## config.mk

```make
export PLATFORM = sky130hd
export DESIGN_NAME = seg_scan_display_flat
export DESIGN_NICKNAME = d
export VERILOG_FILES = /design/src/rtl/seg_scan_display_if.sv /design/src/rtl/seg_scan_display.sv /design/src/flat_wrapper.sv
export SDC_FILE = /design/constraint.sdc
export NUM_CORES = 1
export LEC_CHECK = 0
export CELL_PAD_IN_SITES_DETAIL_PLACEMENT = 2
export CELL_PAD_IN_SITES_GLOBAL_PLACEMENT = 2
export CORE_ASPECT_RATIO = 1.75
export CORE_MARGIN = 2
export CORE_UTILIZATION = 34
export DETAILED_ROUTE_END_ITERATION = 12
export MAX_ROUTING_LAYER = met4
export PLACE_DENSITY_LB_ADDON = 0.1
export SYNTH_ARGS = -nofsm -noshare
export SYNTH_HDL_FRONTEND = slang
export SYNTH_SLANG_ARGS = --single-unit
```

## constraint.sdc

```tcl
create_clock -name clk -period 3.4 [get_ports clk]
set_input_delay 1.02 -clock clk [delete_from_list [all_inputs] [get_ports clk]]
set_output_delay 1.02 -clock clk [all_outputs]
set_load 0.1 [all_outputs]
```

## src/rtl/seg_scan_display_if.sv

```systemverilog
// ----------------------------------------------------------------------------
// seg_scan_display_if
// Bundles the display data load port and the SEG/AN/frame pin outputs of
// seg_scan_display. The master side is board-top logic (or a bench), the
// slave side is the display driver.
// ----------------------------------------------------------------------------
interface seg_scan_display_if #(
   parameter int unsigned N_DIGITS = 8
);
   logic                    load;
   logic [4*N_DIGITS-1:0]   din;
   logic [N_DIGITS-1:0]     den;
   logic [N_DIGITS-1:0]     dpin;
   logic [7:0]              SEG;
   logic [7:0]              AN;
   logic                    frame;

   modport master (
      output load, din, den, dpin,
      input  SEG, AN, frame
   );

   modport slave (
      input  load, din, den, dpin,
      output SEG, AN, frame
   );
endinterface : seg_scan_display_if

```

## src/rtl/seg_scan_display.sv

```systemverilog
// ----------------------------------------------------------------------------
// seg_scan_display
// Time-multiplexed driver for an N-digit common-anode seven-segment display.
// Data is written into a shadow bank on load and committed to the active bank
// only at a frame wrap, so a frame never shows a mix of old and new data.
// SEG/AN/frame are registered; SEG and AN change in the same cycle.
//
// Optional build macro: SEG_LEADING_ZERO_BLANK_EN
//   defined     - zero digits above the most significant enabled non-zero
//                 digit are blanked (digit 0 always shown)
//   not defined - zero digits show '0'; only den blanks a digit
// ----------------------------------------------------------------------------
module seg_scan_display #(
   parameter int unsigned N_DIGITS = 8,
   parameter int unsigned CLK_DIV  = 100000
) (
   input  logic               clk,
   input  logic               rst,
   seg_scan_display_if.slave  bus
);

   localparam int unsigned DW = 4 * N_DIGITS;
   localparam int unsigned PW = $clog2(CLK_DIV + 1);
   localparam int unsigned IW = (N_DIGITS > 1) ? $clog2(N_DIGITS) : 1;

   localparam logic [PW-1:0] PRESC_LAST = PW'(CLK_DIV - 1);
   localparam logic [IW-1:0] IDX_LAST   = IW'(N_DIGITS - 1);

   // Enables are held inverted (disable masks) so that the cleared state
   // lights every digit showing '0'.
   logic [PW-1:0]         r_presc;
   logic [IW-1:0]         r_idx;
   logic                  r_pending;
   logic [DW-1:0]         r_sh_din;
   logic [N_DIGITS-1:0]   r_sh_dis;
   logic [N_DIGITS-1:0]   r_sh_dp;
   logic [DW-1:0]         r_act_din;
   logic [N_DIGITS-1:0]   r_act_dis;
   logic [N_DIGITS-1:0]   r_act_dp;
   logic [7:0]            r_seg;
   logic [7:0]            r_an;
   logic                  r_frame;

   logic [PW-1:0]         w_presc_nxt;
   logic [IW-1:0]         w_idx_nxt;
   logic                  w_pending_nxt;
   logic [DW-1:0]         w_sh_din_nxt;
   logic [N_DIGITS-1:0]   w_sh_dis_nxt;
   logic [N_DIGITS-1:0]   w_sh_dp_nxt;
   logic [DW-1:0]         w_act_din_nxt;
   logic [N_DIGITS-1:0]   w_act_dis_nxt;
   logic [N_DIGITS-1:0]   w_act_dp_nxt;
   logic [7:0]            w_seg_nxt;
   logic [7:0]            w_an_nxt;
   logic                  w_frame_nxt;

   logic                  w_tick;
   logic                  w_wrap;
   logic [N_DIGITS-1:0]   w_blank;
   logic [3:0]            w_nib;
   logic                  w_en;
   logic                  w_dp;

   // Hex nibble to {g,f,e,d,c,b,a}, active low.
   function automatic logic [6:0] hex7(input logic [3:0] v);
      logic [6:0] s;
      unique case (v)
         4'h0: s = 7'h40;
         4'h1: s = 7'h79;
         4'h2: s = 7'h24;
         4'h3: s = 7'h30;
         4'h4: s = 7'h19;
         4'h5: s = 7'h12;
         4'h6: s = 7'h02;
         4'h7: s = 7'h78;
         4'h8: s = 7'h00;
         4'h9: s = 7'h10;
         4'hA: s = 7'h08;
         4'hB: s = 7'h03;
         4'hC: s = 7'h46;
         4'hD: s = 7'h21;
         4'hE: s = 7'h06;
         4'hF: s = 7'h0E;
      endcase
      return s;
   endfunction

   assign w_tick = (r_presc == PRESC_LAST);
   assign w_wrap = w_tick && (r_idx == IDX_LAST);

`ifdef SEG_LEADING_ZERO_BLANK_EN
   // Blank zero digits while every enabled digit above them is also zero.
   always_comb begin : blank_calc
      logic zero_above;
      w_blank    = '0;
      zero_above = 1'b1;
      for (int i = int'(N_DIGITS) - 1; i >= 1; i--) begin
         w_blank[i] = zero_above && (r_act_din[4*i +: 4] == 4'h0);
         if (!r_act_dis[i] && (r_act_din[4*i +: 4] != 4'h0))
            zero_above = 1'b0;
      end
   end
`else
   assign w_blank = '0;
`endif

   // Select the active data of the digit currently being scanned.
   always_comb begin
      w_nib = 4'h0;
      w_en  = 1'b0;
      w_dp  = 1'b0;
      for (int i = 0; i < int'(N_DIGITS); i++) begin
         if (r_idx == IW'(i)) begin
            w_nib = r_act_din[4*i +: 4];
            w_en  = !r_act_dis[i] && !w_blank[i];
            w_dp  = r_act_dp[i];
         end
      end
   end

   // Next-state: prescaler, scan index, shadow/active banks and pin outputs.
   always_comb begin
      w_presc_nxt   = r_presc;
      w_idx_nxt     = r_idx;
      w_pending_nxt = r_pending;
      w_sh_din_nxt  = r_sh_din;
      w_sh_dis_nxt  = r_sh_dis;
      w_sh_dp_nxt   = r_sh_dp;
      w_act_din_nxt = r_act_din;
      w_act_dis_nxt = r_act_dis;
      w_act_dp_nxt  = r_act_dp;
      w_frame_nxt   = 1'b0;
      w_an_nxt      = 8'hFF;
      w_seg_nxt     = 8'hFF;

      if (w_tick) begin
         w_presc_nxt = '0;
         w_idx_nxt   = (r_idx == IDX_LAST) ? '0 : r_idx + IW'(1);
      end else begin
         w_presc_nxt = r_presc + PW'(1);
      end

      // Commit uses the pre-load shadow; a simultaneous load stays pending.
      if (w_wrap) begin
         if (r_pending) begin
            w_act_din_nxt = r_sh_din;
            w_act_dis_nxt = r_sh_dis;
            w_act_dp_nxt  = r_sh_dp;
            w_frame_nxt   = 1'b1;
         end
         w_pending_nxt = 1'b0;
      end

      if (bus.load) begin
         w_sh_din_nxt  = bus.din;
         w_sh_dis_nxt  = ~bus.den;
         w_sh_dp_nxt   = bus.dpin;
         w_pending_nxt = 1'b1;
      end

      if (w_en) begin
         w_an_nxt  = ~(8'h01 << r_idx);
         w_seg_nxt = {~w_dp, hex7(w_nib)};
      end
   end

   // State register with synchronous reset.
   always_ff @(posedge clk) begin
      if (rst) begin
         r_presc   <= '0;
         r_idx     <= '0;
         r_pending <= 1'b0;
         r_sh_din  <= '0;
         r_sh_dis  <= '0;
         r_sh_dp   <= '0;
         r_act_din <= '0;
         r_act_dis <= '0;
         r_act_dp  <= '0;
         r_seg     <= 8'hFF;
         r_an      <= 8'hFF;
         r_frame   <= 1'b0;
      end else begin
         r_presc   <= w_presc_nxt;
         r_idx     <= w_idx_nxt;
         r_pending <= w_pending_nxt;
         r_sh_din  <= w_sh_din_nxt;
         r_sh_dis  <= w_sh_dis_nxt;
         r_sh_dp   <= w_sh_dp_nxt;
         r_act_din <= w_act_din_nxt;
         r_act_dis <= w_act_dis_nxt;
         r_act_dp  <= w_act_dp_nxt;
         r_seg     <= w_seg_nxt;
         r_an      <= w_an_nxt;
         r_frame   <= w_frame_nxt;
      end
   end

   assign bus.SEG   = r_seg;
   assign bus.AN    = r_an;
   assign bus.frame = r_frame;

endmodule : seg_scan_display

```

## src/flat_wrapper.sv

```systemverilog
// flat-port wrapper written by rule: the top's interface ports become plain ports
module seg_scan_display_flat 
#(
   parameter int unsigned N_DIGITS = 8,
   parameter int unsigned CLK_DIV  = 100000
)
  (clk, rst, bus_load, bus_din, bus_den, bus_dpin, bus_SEG, bus_AN, bus_frame);
  seg_scan_display_if #(.N_DIGITS(N_DIGITS)) bus_i ();
  input  logic clk;
  input  logic rst;
  input wire logic [$bits(bus_i.load)-1:0] bus_load;
  input wire logic [$bits(bus_i.din)-1:0] bus_din;
  input wire logic [$bits(bus_i.den)-1:0] bus_den;
  input wire logic [$bits(bus_i.dpin)-1:0] bus_dpin;
  output wire logic [$bits(bus_i.SEG)-1:0] bus_SEG;
  output wire logic [$bits(bus_i.AN)-1:0] bus_AN;
  output wire logic [$bits(bus_i.frame)-1:0] bus_frame;
  assign bus_i.load = bus_load;
  assign bus_i.din = bus_din;
  assign bus_i.den = bus_den;
  assign bus_i.dpin = bus_dpin;
  assign bus_SEG = bus_i.SEG;
  assign bus_AN = bus_i.AN;
  assign bus_frame = bus_i.frame;
  seg_scan_display #(.N_DIGITS(N_DIGITS), .CLK_DIV(CLK_DIV)) u_core (.clk(clk), .rst(rst), .bus(bus_i));
endmodule
```

### Yosys cells after proc, flatten, opt, wreduce, memory -nomap -nowiden

Memory sizes are Yosys's and may differ from the RTL's. A register that Yosys moved wholly into a read port is not among the register bits.
Index checks and enable logic that the tools add are counted.

| storage, ports and cells | value |
|---|---|
| register bits | 134 |
| latch bits | 0 |
| memory bits (writable) | 0 |
| memory bits (read-only) | 112 |
| output and inout port bits | 17 |
| memories kept | 1 |

| operators by class | value |
|---|---|
| $add $sub $neg | 2 |
| multipliers | 0 |
| div/mod/pow operators | 0 |
| $lt $le $gt $ge | 0 |
| equal/unequal tests | 8 |
| shift operators | 1 |
| mux-type cells | 28 |
| bitwise operators | 5 |
| reduce and logical (&&, ||, !) cells | 15 |

Memories:

| memory | words | width | rd ports | clocked after memory_dff | write ports | RTL line | source |
|---|---|---|---|---|---|---|---|
| (name not given) | 16 | 7 | 1 | 1 | 0 | seg_scan_display.sv:67 | `unique case (v)` |

Operator list:

| cell | count |
|---|---|
| $mux W4 | 8 |
| $mux W1 | 19 |
| $add A17 B1 Y17 const B | 1 |
| $eq A17 B17 Y1 const B | 1 |
| $not A8 Y8 | 2 |
| $eq A3 B3 Y1 const B | 4 |
| $logic_not A1 Y1 | 8 |
| $shl A1 B3 Y8 const A | 1 |
| $eq A3 B2 Y1 const B | 2 |
| $reduce_or A2 Y1 | 3 |
| $add A3 B1 Y3 const B | 1 |
| $eq A3 B1 Y1 const B | 1 |
| $logic_not A3 Y1 | 1 |
| $mux W3 | 1 |
| $not A1 Y1 | 3 |
| $reduce_and A2 Y1 | 1 |
| $reduce_bool A2 Y1 | 1 |
| $logic_and A1 B1 Y1 | 1 |

### Logic depth before layout (Yosys ltp)

Gate-level depths: netlist of the first run.

| depth | value |
|---|---|
| depth after elaboration | 11 |
| depth in mapped cells | 14 |
| depth with buffers taken out | 11 |

### Worst setup path before layout of the first run

No wires, ideal clock.

| path | value |
|---|---|
| path type | register -> register |
| start | reg u_core.r_idx[2] |
| end | reg u_core.r_seg[0] (netlist: u_core.bus.SEG[0]) |
| library setup time | 0.064 ns |
| arrival | 2.948 ns |
| data required time | 3.336 ns |
| slack | 0.388 ns |
| stages on the path, launching flop included | 12 |
| buffers on the path | 1 |
| cell sequence | dfxtp_1 -> clkinv_1 -> ha_1 -> clkbuf_1 -> nand2_1 -> a22oi_1 -> o311ai_0 -> a21boi_0 -> ha_1 -> or3b_2 -> a21o_1 -> nand4_1 |

| between the ends | value |
|---|---|
| cells in the longest elaborated chain, start to end | 11 |
| elaborated cells between the ends (all ways) | 26 |
| classes of those cells | eq/ne (7); mux (16); bitwise (1); reduce/logical (2) |

Ends and longest elaborated chain:

| what | RTL line | source |
|---|---|---|
| start, declared | seg_scan_display.sv:32 | `logic [IW-1:0] r_idx;` |
| start signal, assigned | seg_scan_display.sv:184 | `r_idx <= w_idx_nxt;` |
| $logic_not A3 Y1 | seg_scan_display.sv:113 | `if (r_idx == IW'(i)) begin` |
| $mux W1 (8 in a row) | seg_scan_display.sv:113 |  |
| $not A1 Y1 (no source line) | - |  |
| $reduce_or A2 Y1 (no source line) | - |  |
| end, declared | seg_scan_display.sv:40 | `logic [7:0] r_seg;` |

Parallel ways exist; a longest one is shown, timed or not.
A chain may end at the register's enable or synchronous reset.

### Worst setup path in the final report of the first run

| path | value |
|---|---|
| start | reg u_core.r_idx[0] |
| end | reg u_core.r_seg[5] (netlist: u_core.bus.SEG[5]) |

Same word-level chain as after synthesis.

==> impl_metrics.env, run 1 <==
export IMPL_fillers=1803
export IMPL_pin_count=68
export IMPL_postCtsHoldBufs=0
export IMPL_fmax_mhz=332
export IMPL_path_class="flop to flop"
export IMPL_synth_compound_area_frac=0.134
export IMPL_peakVddDrop_uv=311
export IMPL_crit_path_max_incr_delay_ns=0.34
export IMPL_r2r_start="u_core.r_idx[0]"
export IMPL_final_setup_tns_ns=0
export IMPL_globalRouteOverflowTotal=0
export IMPL_clkLatencyLatePin_ns=0.42
export IMPL_htree_levels=4
export IMPL_leakagePower_uw=0.00261
export IMPL_maxCapViolations=0
export IMPL_grt_max_degree=54
export IMPL_required_ns=3.67
export IMPL_multi_input_area_sq_mm=0.00268
export IMPL_synth_mux_area_frac=0.0786
export IMPL_antenna_found_initial=0
export IMPL_wl_microns=16000
export IMPL_min_from="u_core.r_sh_dis[4]"
export IMPL_drtIter0Drc=115
export IMPL_wl_per_cell_microns=17.7
export IMPL_dpl_instance_area_sq_mm=0.00642
export IMPL_synth_cell_types=48
export IMPL_place_ws_ns=0.192
export IMPL_critPathLaunch="u_core.r_idx[0]"
export IMPL_avgSynthCellArea_sq_um=8.77
export IMPL_vias=4652
export IMPL_slew_headroom=0.491
export IMPL_synth_top_flop_cell="dfxtp_1"
export IMPL_final_area_sq_mm=0.00701
export IMPL_cts_setup_buffers=0
export IMPL_grt_use_total=0.200
export IMPL_hpwlAfterDp_microns=11100
export IMPL_clockBufferDepth=2
export IMPL_register_area_sq_mm=0.00268
export IMPL_synth_warnings=0
export IMPL_via_per_inst=5.13
export IMPL_clk_pin_slew_ns=0.06
export IMPL_cpMaxStageDelayCell="dfxtp_1"
export IMPL_cts_tree="yes"
export IMPL_worst_pin_slew_ns=0.753
export IMPL_num_antenna_cells=0
export IMPL_period_minus_slack_ns=3.01
export IMPL_final_common_cell="dfxtp_1"
export IMPL_setup_viol=0
export IMPL_outcome="completed"
export IMPL_die_area_sq_mm=0.0177
export IMPL_synth_nets=707
export IMPL_cp_max_fo=13
export IMPL_rsz0062_at_grt="no"
export IMPL_synth_area_leaders="dfxtp_1, mux2i_1, nand2_1, nor2_1, a21oi_1"
export IMPL_first_global_vias=5200
export IMPL_synth_top_family_by_area="simple AND/OR/NAND/NOR gates"
export IMPL_postLayoutCoreUtil=0.430
export IMPL_initial_utilization=0.346
export IMPL_startpoint_type="flop"
export IMPL_post_synth_top_area_cell="dfxtp_1"
export IMPL_ys_seq_elements=134
export IMPL_synth_edff_count=0
export IMPL_grt_pass1_wl_microns=26900
export IMPL_mostFrequentLayoutCells="dfxtp_1, nand2_1, nor2_1"
export IMPL_finalNetCount=766
export IMPL_ys_async_sr_fraction=0
export IMPL_syn_area_sq_mm=0.00564
export IMPL_layout_drive_gt1_share=0.158
export IMPL_fp_dieW_microns=101
export IMPL_cp_end_kind="flop"
export IMPL_finalMaxSlewViolations=0
export IMPL_synthAdderAreaFrac=0.0289
export IMPL_post_cts_resized=0
export IMPL_synth_simple_gate_area_frac=0.210
export IMPL_synth_top_cell_area_share=0.476
export IMPL_cts_buffers_inserted=17
export IMPL_layout_setup_ws_ns=0.387
export IMPL_io_buffers=67
export IMPL_area_growth_pct=24.3
export IMPL_power_total_uw=3710
export IMPL_path_cells="inv_1 -> ha_2 -> buf_4 -> nand2_1 -> or2_2 -> o311ai_1 -> a21boi_0 -> buf_4 -> inv_1 -> ha_1 -> o21ai_0 -> a21boi_0 -> o221ai_1"
export IMPL_rows=62
export IMPL_drc=0
export IMPL_powerDensity_mw_per_mm2=529
export IMPL_finalCritPeriodShare=0.886
export IMPL_arrival_ns=3.29
export IMPL_die_h_microns=174
export IMPL_core_sq_mm=0.0163
export IMPL_postRouteAntennaNets=0
export IMPL_drtPass1Iterations=4
export IMPL_synthCells=643
export IMPL_min_path_type="flop to flop"
export IMPL_cts_sinks=134
export IMPL_synth_yosys_seq_area_share=0.476
export IMPL_cts_root_buf="clkbuf_16"
export IMPL_synth_xor_area_frac=0.0233
export IMPL_hold_viol_final=0
export IMPL_skew_ns=0.00921
export IMPL_place_gp_congestion=0.841
==> routing by layer <==
layer,up-vias,share of wire,wire (microns),track usage
met2,56,0.56,8950,0.363
met3,16,0.019,303,0.0306
met1,2293,0.40,6480,0.214
li1,2287,-,-,-
met4,0,0.020,318,0.0771
met5,-,0,0,-
==> worst max-delay path, delay by kind of cell (launching register included) <==
family	cells	cell delay, ns
AO/OA/AOI/OAI	5	0.95
adder cells (fa/ha/maj)	2	0.58
buffers and inverters	4	0.58
flip-flops	1	0.34
AND/OR/NAND/NOR	2	0.43
==> synthesized netlist by cell type, types with 2 or more instances <==
cell type,instances
a211oi_1,10
a21boi_0,2
a21oi_1,43
a21oi_2,20
a221oi_1,8
a22oi_1,2
buf_1,3
buf_12,2
buf_2,7
clkbuf_1,29
dfxtp_1,134
ha_1,13
inv_1,19
mux2i_1,42
nand2_1,106
nand2_2,20
nand2b_1,3
nand3_1,19
nand3b_1,5
nand4_1,4
nor2_1,88
nor2b_1,4
o211ai_1,2
o21ai_0,9
o221ai_1,5
o311ai_0,3
or2_2,4
or3_1,4
xnor2_1,7
xor2_1,8
==> flip-flops by register name, indices dropped and copies added, names as in the netlist <==
name / cells
u_core.r_act_din: 32
u_core.r_idx: 3
u_core.r_act_dp: 8
u_core.r_pending: 1
u_core.bus.SEG: 8
u_core.r_sh_din: 32
u_core.bus.AN: 8
u_core.r_act_dis: 8
u_core.r_sh_dis: 8
u_core.r_presc: 17
u_core.r_sh_dp: 8
u_core.bus.frame: 1
==> kinds of logic after synthesis <==
group           after synthesis
simple gates                265
flops                       134
compound gates              111
buf+inv                      62
mux                          43
xor+xnor                     15
fa+ha+maj                    13
==> worst paths after layout <==
check                         to  slack, ns  depth (start not counted)
max            u_core.bus.SEG[5]       0.39                         13
min          u_core.r_act_dis[4]       0.46                          2
max reg2reg    u_core.bus.SEG[5]       0.39                         13
min reg2reg  u_core.r_act_dis[4]       0.46                          2
==> through the flow <==
stage / hold slack (ns) / instances
floorplan: 0.418 / 643
finish: 0.457 / 906
global placement: 0.431 / 875
global route: 0.471 / 906
CTS: 0.462 / 906
detailed placement: 0.451 / 875
==> final cells by class <==
cell class | count | area share
well taps | 192 | 0.0343
clock inverters | 12 | 0.0223
multi-input cells | 447 | 0.382
clock buffers | 19 | 0.0618
flip-flops and latches | 134 | 0.383
repair buffers | 82 | 0.106
inverters | 20 | 0.0107
==> report_power, final <==
part | total [uW] | switching, uW | internal (uW)
registers | 1640 | 27.8 | 1610
logic | 208 | 110 | 97.6
clock network | 1860 | 710 | 1150
Note: power is estimated with default switching activity, not from simulation.
==> run 2, diff against run 1 <==
--- a/config.mk
+++ b/config.mk
@@ -10,6 +10,7 @@
 export CORE_ASPECT_RATIO = 1.75
 export CORE_MARGIN = 2
 export CORE_UTILIZATION = 34
+export CTS_CLUSTER_DIAMETER = 50
 export DETAILED_ROUTE_END_ITERATION = 12
 export MAX_ROUTING_LAYER = met4
 export PLACE_DENSITY_LB_ADDON = 0.1
==> constraint.sdc (replaced) <==
create_clock -name clk -period 3 [get_ports clk]
set_input_delay 0.9 -clock clk [delete_from_list [all_inputs] [get_ports clk]]
set_output_delay 0.9 -clock clk [all_outputs]
set_load 0.1 [all_outputs]
==> impl_metrics.env, run 2 (synthesis results as in run 1) <==
export IMPL_clockBufferDepth=2
export IMPL_clk_pin_slew_ns=0.06
export IMPL_layout_setup_ws_ns=0.178
export IMPL_cp_end_kind="flop"
export IMPL_peakVddDrop_uv=292
export IMPL_drtIter0Drc=119
export IMPL_die_area_sq_mm=0.0177
export IMPL_place_ws_ns=-0.0390
export IMPL_finalMaxSlewViolations=0
export IMPL_min_from="u_core.r_presc[0]"
export IMPL_power_switching_share=0.223
export IMPL_core_sq_mm=0.0163
export IMPL_globalRouteOverflowTotal=0
export IMPL_final_setup_tns_ns=0
export IMPL_rsz0062_at_grt="no"
export IMPL_setup_viol=0
export IMPL_first_global_vias=5185
export IMPL_cts_sinks=134
export IMPL_wl_microns=16200
export IMPL_place_gp_congestion=0.842
export IMPL_cts_root_buf="clkbuf_16"
export IMPL_min_path_type="flop to flop"
export IMPL_initial_utilization=0.346
export IMPL_rows=62
export IMPL_clkLatencyLatePin_ns=0.41
export IMPL_critPathLaunch="u_core.r_idx[0]"
export IMPL_drc=0
export IMPL_path_class="flop to flop"
export IMPL_via_per_inst=5.10
export IMPL_finalCritPeriodShare=0.941
export IMPL_grt_max_degree=49
export IMPL_grt_use_total=0.200
export IMPL_drtPass1Iterations=5
export IMPL_top_regs="u_core.r_act_din x32, u_core.r_sh_din x32, u_core.r_presc x17"
export IMPL_htree_levels=4
export IMPL_finalNetCount=780
export IMPL_p_clk_frac=0.501
export IMPL_maxCapViolations=0
export IMPL_cpMaxStageDelayCell="mux4_2"
export IMPL_p_int_uw=3270
export IMPL_crit_path_max_incr_delay_ns=0.46
export IMPL_outcome="completed"
export IMPL_fmax_mhz=354
export IMPL_cts_setup_buffers=0
export IMPL_p_sw_uw=937
export IMPL_slew_headroom=0.503
export IMPL_cts_tree="yes"
export IMPL_wl_per_cell_microns=17.6
export IMPL_hold_viol_final=0
export IMPL_final_common_cell="dfxtp_1"
export IMPL_io_buffers=67
export IMPL_mostFrequentLayoutCells="dfxtp_1, nand2_1, nor2_1"
export IMPL_path_cells="ha_2 -> ha_1 -> or2_2 -> a221oi_2 -> o311ai_1 -> buf_4 -> a21boi_1 -> buf_4 -> inv_1 -> ha_1 -> buf_4 -> inv_1 -> mux4_2 -> nand2_1"
export IMPL_grt_pass1_wl_microns=26800
export IMPL_postCtsHoldBufs=0
export IMPL_die_h_microns=174
export IMPL_antenna_found_initial=0
export IMPL_postRouteAntennaNets=0
export IMPL_cts_buffers_inserted=17
export IMPL_r2r_start="u_core.r_idx[0]"
export IMPL_num_antenna_cells=0
export IMPL_worst_pin_slew_ns=0.736
export IMPL_fillers=1826
export IMPL_skew_ns=0.0103
export IMPL_pwr_share_comb=0.057
export IMPL_p_seq_frac=0.442
export IMPL_worst_hold_slack_ns=0.452
export IMPL_power_total_uw=4200
export IMPL_hpwlAfterDp_microns=11600
export IMPL_pin_count=68
export IMPL_vias=4691
export IMPL_crit_path_frequent_cell="buf_4"
export IMPL_powerDensity_mw_per_mm2=587
export IMPL_leakagePower_uw=0.00270
export IMPL_period_minus_slack_ns=2.82
export IMPL_area_growth_pct=27.1
export IMPL_layout_drive_gt1_share=0.184
export IMPL_required_ns=3.35
export IMPL_arrival_ns=3.18
export IMPL_startpoint_type="flop"
export IMPL_cp_max_fo=6
export IMPL_fp_dieW_microns=101
run 2: changes by cell type in the layout (fill, tap and decap cells not counted), sizes merged:
| cell | change |
|---|---|
| buf | +14 |
| inv | +1 |
| clkinvlp | -1 |
run 2: per-layer routing:
metal	track usage	wire length, microns
met5	-	0
met4	0.0771	450
met3	0.0294	343
met2	0.365	9080
met1	0.210	6300
run 2: layout make-up:
| class | count | area [sq um] | area share |
|---|---|---|---|
| clock buffer | 19 | 443 | 0.0618 |
| inverter | 20 | 75.1 | 0.0105 |
| timing repair buffer | 96 | 876 | 0.122 |
| multi-input combinational | 447 | 2690 | 0.376 |
| clock inverter | 12 | 154 | 0.0215 |
| tap | 192 | 240 | 0.0335 |
| sequential | 134 | 2690 | 0.375 |
run 2: repair_timing:
action                                  4_1_cts  5_1_grt
cloned                                        0        0
pin swaps                                     0        1
endpoints found under the setup margin        1        5
gates resized for setup                       2        7
run 2: path summary, 6_finish.rpt:
check / endpoint / slack (ns) / cells past startpoint
max reg2reg: u_core.bus.SEG[3] / 0.18 / 14
min reg2reg: u_core.r_presc[0] / 0.45 / 1
max: u_core.bus.SEG[3] / 0.18 / 14
min: u_core.r_presc[0] / 0.45 / 1
run 2: power groups by stage:
stage | Combinational (uW) | Clock [uW] | Sequential, uW
global placement | 236 | 0 | 1900
detailed placement | 244 | 0 | 1900
floorplan | 102 | 0 | 1930
CTS | 246 | 2160 | 1860
finish | 240 | 2110 | 1860
global route | 263 | 2240 | 1860
run 2: critical path, delay by kind of cell (launching register included):
kind / cells / cell delay [ns]
flops: 1 / 0.34
simple gates: 2 / 0.40
fa+ha+maj: 3 / 0.56
mux: 1 / 0.46
buf+inv: 5 / 0.56
compound gates: 3 / 0.47
run 2: through the flow:
step	cells	utilization	instance area, sq um
3_5_place_dp	889	0.402	6550
4_1_cts	920	0.439	7150
3_3_place_gp	889	0.402	6550
2_1_floorplan	643	-	5640
6_report	920	0.440	7160
5_1_grt	920	0.440	7160
